[config.mk]
export PLATFORM = sky130hd
export DESIGN_NAME = reaction_ctrl
export DESIGN_NICKNAME = d
export VERILOG_FILES = /design/src/rtl/reaction_pkg.sv /design/src/rtl/ms_tick_gen.sv /design/src/rtl/reaction_ctrl.sv
export SDC_FILE = /design/constraint.sdc
export NUM_CORES = 1
export LEC_CHECK = 0
export BUFFER_PORTS_ARGS = -buffer_cell sky130_fd_sc_hd__buf_2
export CORE_MARGIN = 5
export CORE_UTILIZATION = 51
export DETAILED_ROUTE_END_ITERATION = 6
export PLACE_DENSITY = 0.7
export SYNTH_ARGS = -nofsm -noshare
export SYNTH_HDL_FRONTEND = slang
export SYNTH_SLANG_ARGS = --single-unit
[constraint.sdc]
create_clock -name clk -period 3.15 [get_ports clk]
set_input_delay 0.63 -clock clk [delete_from_list [all_inputs] [get_ports clk]]
set_output_delay 0.63 -clock clk [all_outputs]
set_load 0.05 [all_outputs]
[src/rtl/reaction_pkg.sv]
// Shared types and constants for the reaction-time game controller.
// State enum, LFSR seed/taps and display-select encodings.
package reaction_pkg;

  typedef enum logic [2:0] {
    S_IDLE,
    S_WAIT,
    S_GO,
    S_SHOW,
    S_FALSE
  } state_t;

  localparam logic [15:0] LFSR_SEED = 16'hACE1;
  // Right-shifting Fibonacci form: bits 0,2,3,5 are taps 16,14,13,11.
  localparam logic [15:0] LFSR_TAPS = 16'h002D;

  // Encoded as {disp_ctl0, disp_ctl1}.
  localparam logic [1:0] DISP_DEF   = 2'b00;
  localparam logic [1:0] DISP_GO    = 2'b01;
  localparam logic [1:0] DISP_SCORE = 2'b10;

  function automatic logic [15:0] lfsr_next(
    input logic [15:0] s
  );
    return {^(s & LFSR_TAPS), s[15:1]};
  endfunction

  function automatic logic [1:0] disp_sel(
    input state_t s
  );
    logic [1:0] d;
    unique case (1'b1)
      (s == S_GO):   d = DISP_GO;
      (s == S_SHOW): d = DISP_SCORE;
      default:       d = DISP_DEF;
    endcase
    return d;
  endfunction

endpackage

[src/rtl/ms_tick_gen.sv]
// Millisecond prescaler: tick for one cycle every N cycles.
// Ports: clk, rst_n (async low), clr (hold at zero), tick.
module ms_tick_gen #(
  parameter int N = 50000
) (
  input  logic clk,
  input  logic rst_n,
  input  logic clr,
  output logic tick
);

  localparam int W = (N > 1) ? $clog2(N) : 1;
  localparam logic [W-1:0] LAST = W'(N - 1);

  logic [W-1:0] r_cnt;

  assign tick = !clr && (r_cnt == LAST);

  always_ff @(posedge clk or negedge rst_n) begin
    if (!rst_n) begin
      r_cnt <= '0;
    end else if (clr || tick) begin
      r_cnt <= '0;
    end else begin
      r_cnt <= r_cnt + 1'b1;
    end
  end

endmodule

[src/rtl/reaction_ctrl.sv]
// Reaction-time game controller: random wait, GO, timed response, best score.
// Ports: clk, rst_n, start, react in; disp_ctl0/1, rt_ms, best_ms, new_best, false_start out.
module reaction_ctrl
  import reaction_pkg::*;
#(
  parameter int CLK_PER_MS  = 50000,
  parameter int MIN_WAIT_MS = 1000,
  parameter int RT_MAX      = 9999
) (
  input  logic        clk,
  input  logic        rst_n,
  input  logic        start,
  input  logic        react,
  output logic        disp_ctl0,
  output logic        disp_ctl1,
  output logic [13:0] rt_ms,
  output logic [13:0] best_ms,
  output logic        new_best,
  output logic        false_start
);

  localparam int DLY_W = 16;
  localparam logic [13:0] RT_MAX_W = 14'(RT_MAX);
  localparam logic [DLY_W-1:0] MIN_W = DLY_W'(MIN_WAIT_MS);

  state_t           r_state;
  state_t           w_state_nxt;
  logic [DLY_W-1:0] r_dly;
  logic [DLY_W-1:0] w_dly_nxt;
  logic [DLY_W-1:0] w_dly_seed;
  logic [15:0]      r_lfsr;
  logic [13:0]      w_rt_nxt;
  logic [13:0]      w_best_nxt;
  logic             w_nb_nxt;
  logic             w_fs_nxt;
  logic             w_clr;
  logic             w_tick;

  // Prescaler only runs while a round is being timed.
  assign w_clr = !((r_state == S_WAIT) || (r_state == S_GO));

  ms_tick_gen #(
    .N(CLK_PER_MS)
  ) u_tick (
    .clk  (clk),
    .rst_n(rst_n),
    .clr  (w_clr),
    .tick (w_tick)
  );

  assign w_dly_seed = MIN_W + {6'd0, r_lfsr[9:0]};

  always_comb begin
    w_state_nxt = r_state;
    w_dly_nxt   = r_dly;
    w_rt_nxt    = rt_ms;
    w_best_nxt  = best_ms;
    w_nb_nxt    = 1'b0;
    w_fs_nxt    = 1'b0;
    case (r_state)
      S_IDLE, S_SHOW, S_FALSE: begin
        if (start) begin
          w_state_nxt = S_WAIT;
          w_dly_nxt   = w_dly_seed;
        end
      end
      S_WAIT: begin
        // react is checked first so a coincident tick is dropped
        if (react) begin
          w_state_nxt = S_FALSE;
          w_fs_nxt    = 1'b1;
        end else if (w_tick) begin
          if (r_dly <= DLY_W'(1)) begin
            w_state_nxt = S_GO;
            w_dly_nxt   = '0;
            w_rt_nxt    = '0;
          end else begin
            w_dly_nxt = r_dly - 1'b1;
          end
        end
      end
      S_GO: begin
        if (react) begin
          w_state_nxt = S_SHOW;
          if (rt_ms < best_ms) begin
            w_best_nxt = rt_ms;
            w_nb_nxt   = 1'b1;
          end
        end else if (w_tick) begin
          if (rt_ms >= RT_MAX_W - 14'd1) begin
            w_rt_nxt    = RT_MAX_W;
            w_state_nxt = S_SHOW;
          end else begin
            w_rt_nxt = rt_ms + 14'd1;
          end
        end
      end
      default: w_state_nxt = S_IDLE;
    endcase
  end

  always_ff @(posedge clk or negedge rst_n) begin
    if (!rst_n) begin
      r_state     <= S_IDLE;
      r_dly       <= '0;
      r_lfsr      <= LFSR_SEED;
      rt_ms       <= '0;
      best_ms     <= RT_MAX_W;
      new_best    <= 1'b0;
      false_start <= 1'b0;
      disp_ctl0   <= 1'b0;
      disp_ctl1   <= 1'b0;
    end else begin
      r_state     <= w_state_nxt;
      r_dly       <= w_dly_nxt;
      r_lfsr      <= lfsr_next(r_lfsr);
      rt_ms       <= w_rt_nxt;
      best_ms     <= w_best_nxt;
      new_best    <= w_nb_nxt;
      false_start <= w_fs_nxt;
      {disp_ctl0, disp_ctl1} <= disp_sel(w_state_nxt);
    end
  end

endmodule

Yosys cells after proc, flatten, opt, wreduce, memory -nomap -nowiden
Cells that the tools add are included.
{"block": "classes", "n_lt_le_gt_ge": 3, "mux": 27, "n_eq_ne": 13, "n_reduce_logical": 12, "addsub": 4}
{"operator": "2-to-1 mux 14 bit", "count": 6}
{"operator": "2-to-1 mux 16 bit", "count": 5}
{"operator": "case mux 16 bit (2 select lines)", "count": 1}
{"operator": "case mux 14 bit (2 select lines)", "count": 1}
{"operator": "2-to-1 mux 3 bit", "count": 7}
{"operator": "adder 16 x 1 -> 16 bit, second input constant", "count": 1}
{"operator": "equality test 16 bit, second input constant", "count": 1}
{"operator": "<= comparator 16 x 1 -> 1 bit, second input constant", "count": 1}
{"operator": "parity 16 bit", "count": 1}
{"operator": "subtractor 16 x 1 -> 16 bit, second input constant", "count": 1}
{"operator": "adder 14 x 1 -> 14 bit, second input constant", "count": 1}
{"operator": "greater-or-equal comparator 14 bit, second input constant", "count": 1}
{"operator": "less-than comparator 14 bit", "count": 1}
{"operator": "equality test 3 x 2 -> 1 bit, second input constant", "count": 4}
{"operator": "adder 10 x 10 -> 11 bit, first input constant", "count": 1}
{"operator": "case mux 3 bit (3 select lines)", "count": 1}
{"operator": "!= test 2 x 1 -> 1 bit, second input constant", "count": 3}
{"operator": "!= test 2 bit, second input constant", "count": 3}
{"operator": "AND reduction 6 bit", "count": 1}
{"operator": "2-to-1 mux 1 bit", "count": 5}
{"operator": "case mux 2 bit (2 select lines)", "count": 1}
{"operator": "AND reduction 4 bit", "count": 1}
{"operator": "nonzero test 2 bit", "count": 2}
{"operator": "equality test 3 x 1 -> 1 bit, second input constant", "count": 1}
{"operator": "7 further kinds", "count": 8}
{"block": "totals", "input_bits": 4, "reg_bits": 83}

Logic depth before layout (Yosys ltp)
Gate-level depths: netlist of the first run.
{"block": "depth", "ltp_word": 8, "ltp_mapped": 9}

Cells and area by module
Synthesis of the first run repeated with hierarchy kept, for this count alone.
{"block": "unflattened", "cells_unflattened": 442, "hier_area_um2": 4460.5}
{"module": "reaction_ctrl", "seq_area_each_um2": 1696.6, "cells_per_inst": 360, "instances": 1, "area_per_inst_um2": 3618.5}
{"module": "ms_tick_gen", "seq_area_each_um2": 400.4, "cells_per_inst": 82, "instances": 1, "area_per_inst_um2": 842.1}

Least setup slack after synthesis of the first run
OpenSTA, ideal clock, no wires.
{"block": "synth_timing", "kind": "reg2reg", "startpoint": "register rt_ms[11]", "endpoint": "register best_ms[1]", "n_path_buf": 2, "slack_ns": 0.595, "arrival_time_ns": 2.473, "stages_incl_launch_ff": 9, "setup_ns": 0.082, "path_cell_list": "dfrtp_1 ha_1 a211oi_1 nor2_1 or4_1 a211o_1 buf_6 buf_12 mux2_4"}
{"block": "synth_between", "elab_chain_len": 2}
{"item": "start: declaration", "line": "reaction_ctrl.sv:16", "rtl": "output logic [13:0] rt_ms,"}
{"item": "start signal: assignment", "line": "reaction_ctrl.sv:117", "rtl": "rt_ms <= w_rt_nxt;"}
{"item": "less-than comparator 14 bit", "line": "reaction_ctrl.sv:85", "rtl": "if (rt_ms < best_ms) begin"}
{"item": "AND reduction 3 bit (no line)"}
{"item": "end signal: assignment", "line": "reaction_ctrl.sv:118", "rtl": "best_ms <= w_best_nxt;"}
{"item": "end: declaration", "line": "reaction_ctrl.sv:17", "rtl": "output logic [13:0] best_ms,"}
No other way between the ends.
A chain may end at the register's enable or synchronous reset.

Final worst setup path of the first run
{"block": "layout_timing", "startpoint": "register r_state[2]", "endpoint": "register rt_ms[1]"}
{"block": "layout_between", "elab_chain_len": 5, "elab_cells_between_ends": 12, "cone_classes": "eq/ne (7); mux (1); reduce/logical (4)"}
{"item": "start: declaration", "line": "reaction_ctrl.sv:26", "rtl": "state_t r_state;"}
{"item": "start signal: assignment", "line": "reaction_ctrl.sv:114", "rtl": "r_state <= w_state_nxt;"}
{"item": "equality test 3 x 1 -> 1 bit / equality test 3 x 2 -> 1 bit (equally long branches)", "line": "reaction_ctrl.sv:40, reaction_ctrl.sv:60"}
{"item": "logical OR 1 bit", "line": "reaction_ctrl.sv:40", "rtl": "assign w_clr = !((r_state == S_WAIT) || (r_state == S_GO));"}
{"item": "logical AND 1 bit", "line": "ms_tick_gen.sv:17", "rtl": "assign tick = !clr && (r_cnt == LAST);"}
{"item": "!= test 2 x 1 -> 1 bit (no line)"}
{"item": "AND reduction 6 bit (no line)"}
Parallel ways exist; a longest one is shown, timed or not.

==> qor.csv, run 1 <==
stage;metric;value;unit
detailed_routing;post_drt_wl_per_cell;16.3;um
clock_tree;clk_pin_slew;0.09;ns
detailed_routing;via_count;3501;
min_path;hold_path_end;r_lfsr[10];
pwr;p_total;2.49;mW
synthesis;synth_edf_count;0;
floorplan;die_h;103;um
setup_path;end_kind;flop;
min_path;worstHoldPathCells;0;
clock_tree;clkLatencyLatePin;0.35;ns
sta;fin_tns_setup;0;ns
grt;grt_pass1_wl;15.7;mm
sta;fin_crit_sh;0.835;
synthesis;syn_area;4400;sq um
placement;io_buffers;35;
setup_path;crit_path_start_kind;flop;
finish;fin_area;4860;sq um
sta;fmax;380;MHz
sta;rsz0062_at_grt;false;
placement;place.gp.congestion;0.858;
finish;n_fill_cell;703;
sta;setup_viol;0;
synthesis;synth_area_per_cell;9.89;sq um
grt;grt_overflow;0;
synthesis;synth-seq-cells;83;
synthesis;yosysMostFrequentCell;dfrtp_1;
setup_path;crit_buf_inv;0;
finish;final_util;0.585;
grt;antenna_found_initial;0;
sta;fin_worst_skew;0.0148;ns
setup_path;r2r_end;rt_ms[1];
sta;post-route-min-period;2.63;ns
setup_path;critPathTopFamily;simple AND/OR/NAND/NOR gates;
synthesis;synthTopCellsByCount;67 x dfrtp_1, 43 x nor2_1, 33 x inv_1;
detailed_routing;ant_nets;0;
finish;n_antenna_cell;0;
detailed_routing;route.detailed.drc;0;
run;cap_violations;0;
finish;fin_cells;586;
synthesis;ys.flop_type;dfrtp_1;
grt;grt_start_max_net_pins;84;
pwr;vdd_drop_max;0.371;mV
detailed_routing;dr.pass1.iters;5;
synthesis;yosys.area.top_type;dfrtp_1;
sta;worst_pin_slew;1.08;ns
setup_path;critPathArrivalTime;2.87;ns
finish;regArea;2100;sq um
sta;slew_headroom;0.276;
synthesis;synth_top_area_frac;0.381;
pwr;power.density;512;nW/um^2
clock_tree;cts_tree;done;
detailed_routing;viasPerCell;5.97;
placement;dp_cells;570;
clock_tree;cts_sinks;83;
placement;hpwlAfterDp;6.71;mm
placement;dp_slack;0.548;ns
floorplan;io-pin-count;36;
setup_path;worst-r2r-cell-count;5;
synthesis;async_reset_ff_frac;1.00;
clock_tree;cts_hold_buf;0;
floorplan;floorplan.die_area;10600;sq um
synthesis;yosysUniqueCellTypes;61;
min_path;worstHoldStart;r_lfsr[11];
sta;worst_slack;0.519;ns
setup_path;critical_path_class;flop to flop;
grt;grt_pass1_vias;3330;
clock_tree;cts_resized;0;
placement;dpl_cell_area;4640;sq um
floorplan;coreArea;8300;sq um
grt;grt_util_all_layers;0.187;
clock_tree;htreeDepth;3;
synthesis;seq_area_frac_synth;0.477;
setup_path;timing.rr.start;r_state[2];
sta;finalHoldViolCount;0;
setup_path;worstPathMaxFanout;14;
synthesis;synthCells;445;
setup_path;cp.required;3.39;ns
floorplan;rows;33;
finish;area_growth;10.3;%
sta;whs;0.359;ns
outcome;status;finished clean;
detailed_routing;wl;9.53;mm
clock_tree;post_cts_buffers;0;
min_path;hold_class;flop to flop;
synthesis;synth.area.top_cells;dfrtp_1 38%, dfstp_2 9.6%, ha_1 5.4%, nor2_1 3.7%, inv_1 2.8%;
finish;drive_above_1_share;0.181;
pwr;leakagePower;2.19;nW
clock_tree;cts_buffer_depth;2;
synthesis;synth_fp_nets;468;
floorplan;die_width;103;um
synthesis;ys_warn_count;0;
sta;report.final.slew_viol_count;0;
finish;layout.nets;499;
floorplan;initial_core_util;0.530;
setup_path;cp_slowest_cell;or3b_2;
finish;multiInputGateArea;2080;sq um
clock_tree;cts_root_buffer;clkbuf_8;
setup_path;reg2reg_slack;0.52;ns
detailed_routing;first_iter_violations;208;
clock_tree;cts_buffers;9;
setup_path;slowest_delay;0.65;ns
setup_path;worstPathCellList;or3b_2, a21oi_1, nand2_1, nor2_1, mux2_2;
[registers in the layout, summed over array words and instances, names as in the netlist]
register and count:
best_ms 14, disp_ctl0 1, disp_ctl1 1, false_start 1, new_best 1, r_dly 16, r_lfsr 16, r_state 3
rt_ms 14, u_tick.r_cnt 16
[report_power, final]
part           internal [mW]  switching [mW]  total [mW]
clock                  0.451           0.391       0.842
sequential              1.13          0.0948        1.23
combinational          0.145           0.268       0.413
total                   1.73           0.754        2.49
[metal layers]
layer | wire length (um) | up-vias | share of wire | GRT usage
met4 | 247 | 0 | 0.026 | 0.0896
met2 | 4440 | 103 | 0.47 | 0.292
met1 | 4340 | 1681 | 0.46 | 0.250
li1 | - | 1690 | - | -
met3 | 509 | 27 | 0.053 | 0.0359
met5 | 0 | - | 0 | 0
[layout by cell type (no fill, tap or decap), types with 7 or more instances in the layout]
cell type | netlist | final
dfrtp_1 | 67 | 67
ha_1 | 19 | 19
buf_2 | 2 | 34
inv_1 | 33 | 33
clkbuf_8 | 0 | 9
nor4_1 | 7 | 7
nand4_1 | 13 | 13
nor2_1 | 43 | 43
o21ai_0 | 22 | 22
nor3_1 | 20 | 20
a211oi_1 | 7 | 7
xor2_1 | 11 | 11
mux2_2 | 7 | 7
xnor2_1 | 8 | 8
nand3_1 | 17 | 17
nand2_1 | 23 | 23
a21oi_1 | 16 | 16
dfstp_2 | 16 | 16
[final cells by class]
class,count,share of cell area
sequential,83,0.432
multi-input combinational,310,0.428
timing repair buffer,39,0.0428
tap,105,0.0271
clock buffer,10,0.0263
inverter,33,0.0255
clock inverter,6,0.0186
[how the worst max path moves through the flow]
stage	start	end	slack [ns]	cells after the start
after floorplan	rt_ms[11]	best_ms[1]	0.59	8
after global placement	r_state[1]	rt_ms[0]	0.61	5
after detailed placement	r_state[2]	rt_ms[1]	0.55	5
after CTS	r_state[2]	rt_ms[1]	0.53	5
after global routing	r_state[0]	rt_ms[1]	0.38	5
final	r_state[2]	rt_ms[1]	0.52	5
[cells by family after synthesis]
family,count (synthesis),share of synthesized area
AOI/OAI and AO/OA,102,0.160
adders and majority gates,19,0.0540
and+or+nand+nor,154,0.178
muxes,16,0.0429
xor gates and xnor gates,19,0.0378
DFF,83,0.477
buffers and inverters,52,0.0512
No activity file was read; power rests on OpenSTA's default activity.
==> run 2, diff against run 1 <==
--- a/config.mk
+++ b/config.mk
@@ -9,7 +9,7 @@
 export CORE_MARGIN = 5
 export CORE_UTILIZATION = 51
 export DETAILED_ROUTE_END_ITERATION = 6
-export PLACE_DENSITY = 0.7
+export PLACE_DENSITY = 0.72
 export SYNTH_ARGS = -nofsm -noshare
 export SYNTH_HDL_FRONTEND = slang
 export SYNTH_SLANG_ARGS = --single-unit
==> constraint.sdc (replaced) <==
create_clock -name clk -period 2.3 [get_ports clk]
set_input_delay 0.46 -clock clk [delete_from_list [all_inputs] [get_ports clk]]
set_output_delay 0.46 -clock clk [all_outputs]
set_load 0.05 [all_outputs]
==> run 2 against run 1 <==
  * Hold slack got worse by 0.27 ns
  * Routed wire length is 5.1% higher
  * Design area increased by 8.7%
==> qor.csv, run 2 (synthesis results as in run 1) <==
stage;metric;value;unit;change
setup_path;critPathArrivalTime;2.52;ns;-0.35 ns
finish;final_util;0.636;;+0.0510
setup_path;crit_path_start_kind;flop;;
grt;grt_pass1_vias;3619;;+8.7%
floorplan;coreArea;8300;sq um;unchanged
clock_tree;cts_hold_buf;0;;unchanged
sta;post-route-min-period;2.27;ns;-0.361 ns
clock_tree;cts_root_buffer;clkbuf_8;;
pwr;vdd_drop_max;0.450;mV;+21%
finish;fin_area;5280;sq um;+8.7%
detailed_routing;viasPerCell;5.82;;-2.6%
setup_path;cp.required;2.55;ns;-0.84 ns
placement;hpwlAfterDp;7.17;mm;+6.9%
clock_tree;clkLatencyLatePin;0.36;ns;about the same
setup_path;worstPathMaxFanout;9;;-5
detailed_routing;post_drt_wl_per_cell;16.0;um;-1.8%
finish;layout_commonest_cell;dfrtp_1;;
sta;fin_worst_skew;0.00723;ns;-0.00760 ns
placement;place.gp.congestion;0.835;;-2.6%
detailed_routing;first_iter_violations;156;;-25%
finish;area_growth;20.0;%;
grt;grt_overflow;0;;unchanged
clock_tree;cts_buffers;9;;unchanged
setup_path;cp_slowest_cell;dfrtp_2;;
clock_tree;htreeDepth;3;;unchanged
floorplan;floorplan.die_area;10600;sq um;unchanged
detailed_routing;dr.pass1.iters;4;;-1
sta;setup_viol;0;;unchanged
detailed_routing;via_count;3649;;+4.2%
setup_path;slowest_delay;0.41;ns;-0.24 ns
floorplan;io-pin-count;36;;unchanged
grt;grt_pass1_wl;17.1;mm;+8.9%
pwr;power.density;679;nW/um^2;+33%
finish;multiInputGateArea;2150;sq um;+3.4%
run;cap_violations;0;;unchanged
finish;regArea;2100;sq um;+0.30%
grt;grt_util_all_layers;0.203;;+0.0161
pwr;p_total;3.59;mW;+44%
min_path;hold_class;input port to async pin;;
sta;fin_crit_sh;0.987;;+0.152
floorplan;rows;33;;unchanged
detailed_routing;wl;10.0;mm;+5.1%
floorplan;initial_core_util;0.530;;unchanged
finish;mostFrequentLayoutCells;62 x dfrtp_1, 44 x buf_4, 42 x nor2_1;;
finish;layout.nets;540;;+8.2%
finish;n_antenna_cell;0;;unchanged
setup_path;critPathTopFamily;compound AO/OA/AOI/OAI gates;;
setup_path;worstPathCellList;ha_1, a211oi_2, nor2_1, or4_1, a211o_1, buf_12, mux2_2;;
placement;dpl_cell_area;4960;sq um;+7.0%
outcome;status;finished clean;;
floorplan;die_width;103;um;unchanged
floorplan;die_h;103;um;unchanged
finish;reg.largest.list;r_dly: 16 flops, r_lfsr: 16 flops, u_tick.r_cnt: 16 flops;;
sta;fmax;441;MHz;+16%
clock_tree;cts_sinks;83;;unchanged
detailed_routing;route.detailed.drc;0;;unchanged
finish;n_fill_cell;680;;-3.3%
setup_path;end_kind;flop;;
clock_tree;clk_pin_slew;0.09;ns;about the same
clock_tree;cts_buffer_depth;2;;unchanged
detailed_routing;ant_nets;0;;unchanged
finish;drive_above_1_share;0.280;;+0.0988
sta;worst_pin_slew;0.657;ns;-0.423 ns
sta;slew_headroom;0.558;;+0.283
setup_path;critical_path_class;flop to flop;;
placement;io_buffers;35;;unchanged
sta;finalHoldViolCount;0;;unchanged
clock_tree;cts_tree;done;;
grt;grt_start_max_net_pins;44;;-48%
setup_path;crit_buf_inv;1;;+1
sta;report.final.slew_viol_count;0;;unchanged
grt;antenna_found_initial;0;;unchanged
pwr;leakagePower;2.41;nW;+10%
-- run 2: path summary, 6_finish.rpt --
kind,start,depth (start not counted),slack [ns],endpoint
worst min register to register,r_lfsr[12],0,0.36,r_lfsr[11]
worst max register to register,rt_ms[11],7,0.03,best_ms[6]
max in group asynchronous,rst_n,2,1.54,r_lfsr[15]
min in group clk,r_lfsr[12],0,0.36,r_lfsr[11]
worst max-delay path,rt_ms[11],7,0.03,best_ms[6]
worst min-delay path,rst_n,1,0.09,best_ms[6]
-- run 2: final cells by class --
cell class | count | area share
multi-input combinational | 310 | 0.407
sequential | 83 | 0.398
timing repair buffer | 80 | 0.102
tap | 105 | 0.0249
clock buffer | 9 | 0.0235
inverter | 33 | 0.0235
clock inverter | 7 | 0.0201
-- run 2: what timing repair did --
item,CTS,global route
gates resized for setup,0,10
setup buffers,0,3
endpoints found under the setup margin,0,25
-- run 2: power by group --
group / internal (mW) / switching, mW / total, mW
sequential: 1.55 / 0.128 / 1.68
clock: 0.631 / 0.587 / 1.22
combinational: 0.289 / 0.399 / 0.687
total: 2.47 / 1.11 / 3.59
-- run 2: metal layers --
metal	wire length, um	GRT usage	vias to the layer above
li1	-	-	1775
met1	4480	0.266	1783
met2	4860	0.332	76
met3	495	0.0365	15
met4	184	0.0827	0
met5	0	0	-
-- run 2: metrics by stage --
stage / worst slack [ns] / setup TNS (ns) / hold slack, ns / instances
2_1_floorplan: -0.0945 / -0.378 / 0.164 / 445
3_3_place_gp: 0.0593 / 0 / 0.338 / 608
3_5_place_dp: 0.0234 / 0 / 0.343 / 608
4_1_cts: 0.00288 / 0 / 0.104 / 624
5_1_grt: -0.0431 / -0.208 / 0.132 / 627
6_report: 0.0299 / 0 / 0.0921 / 627
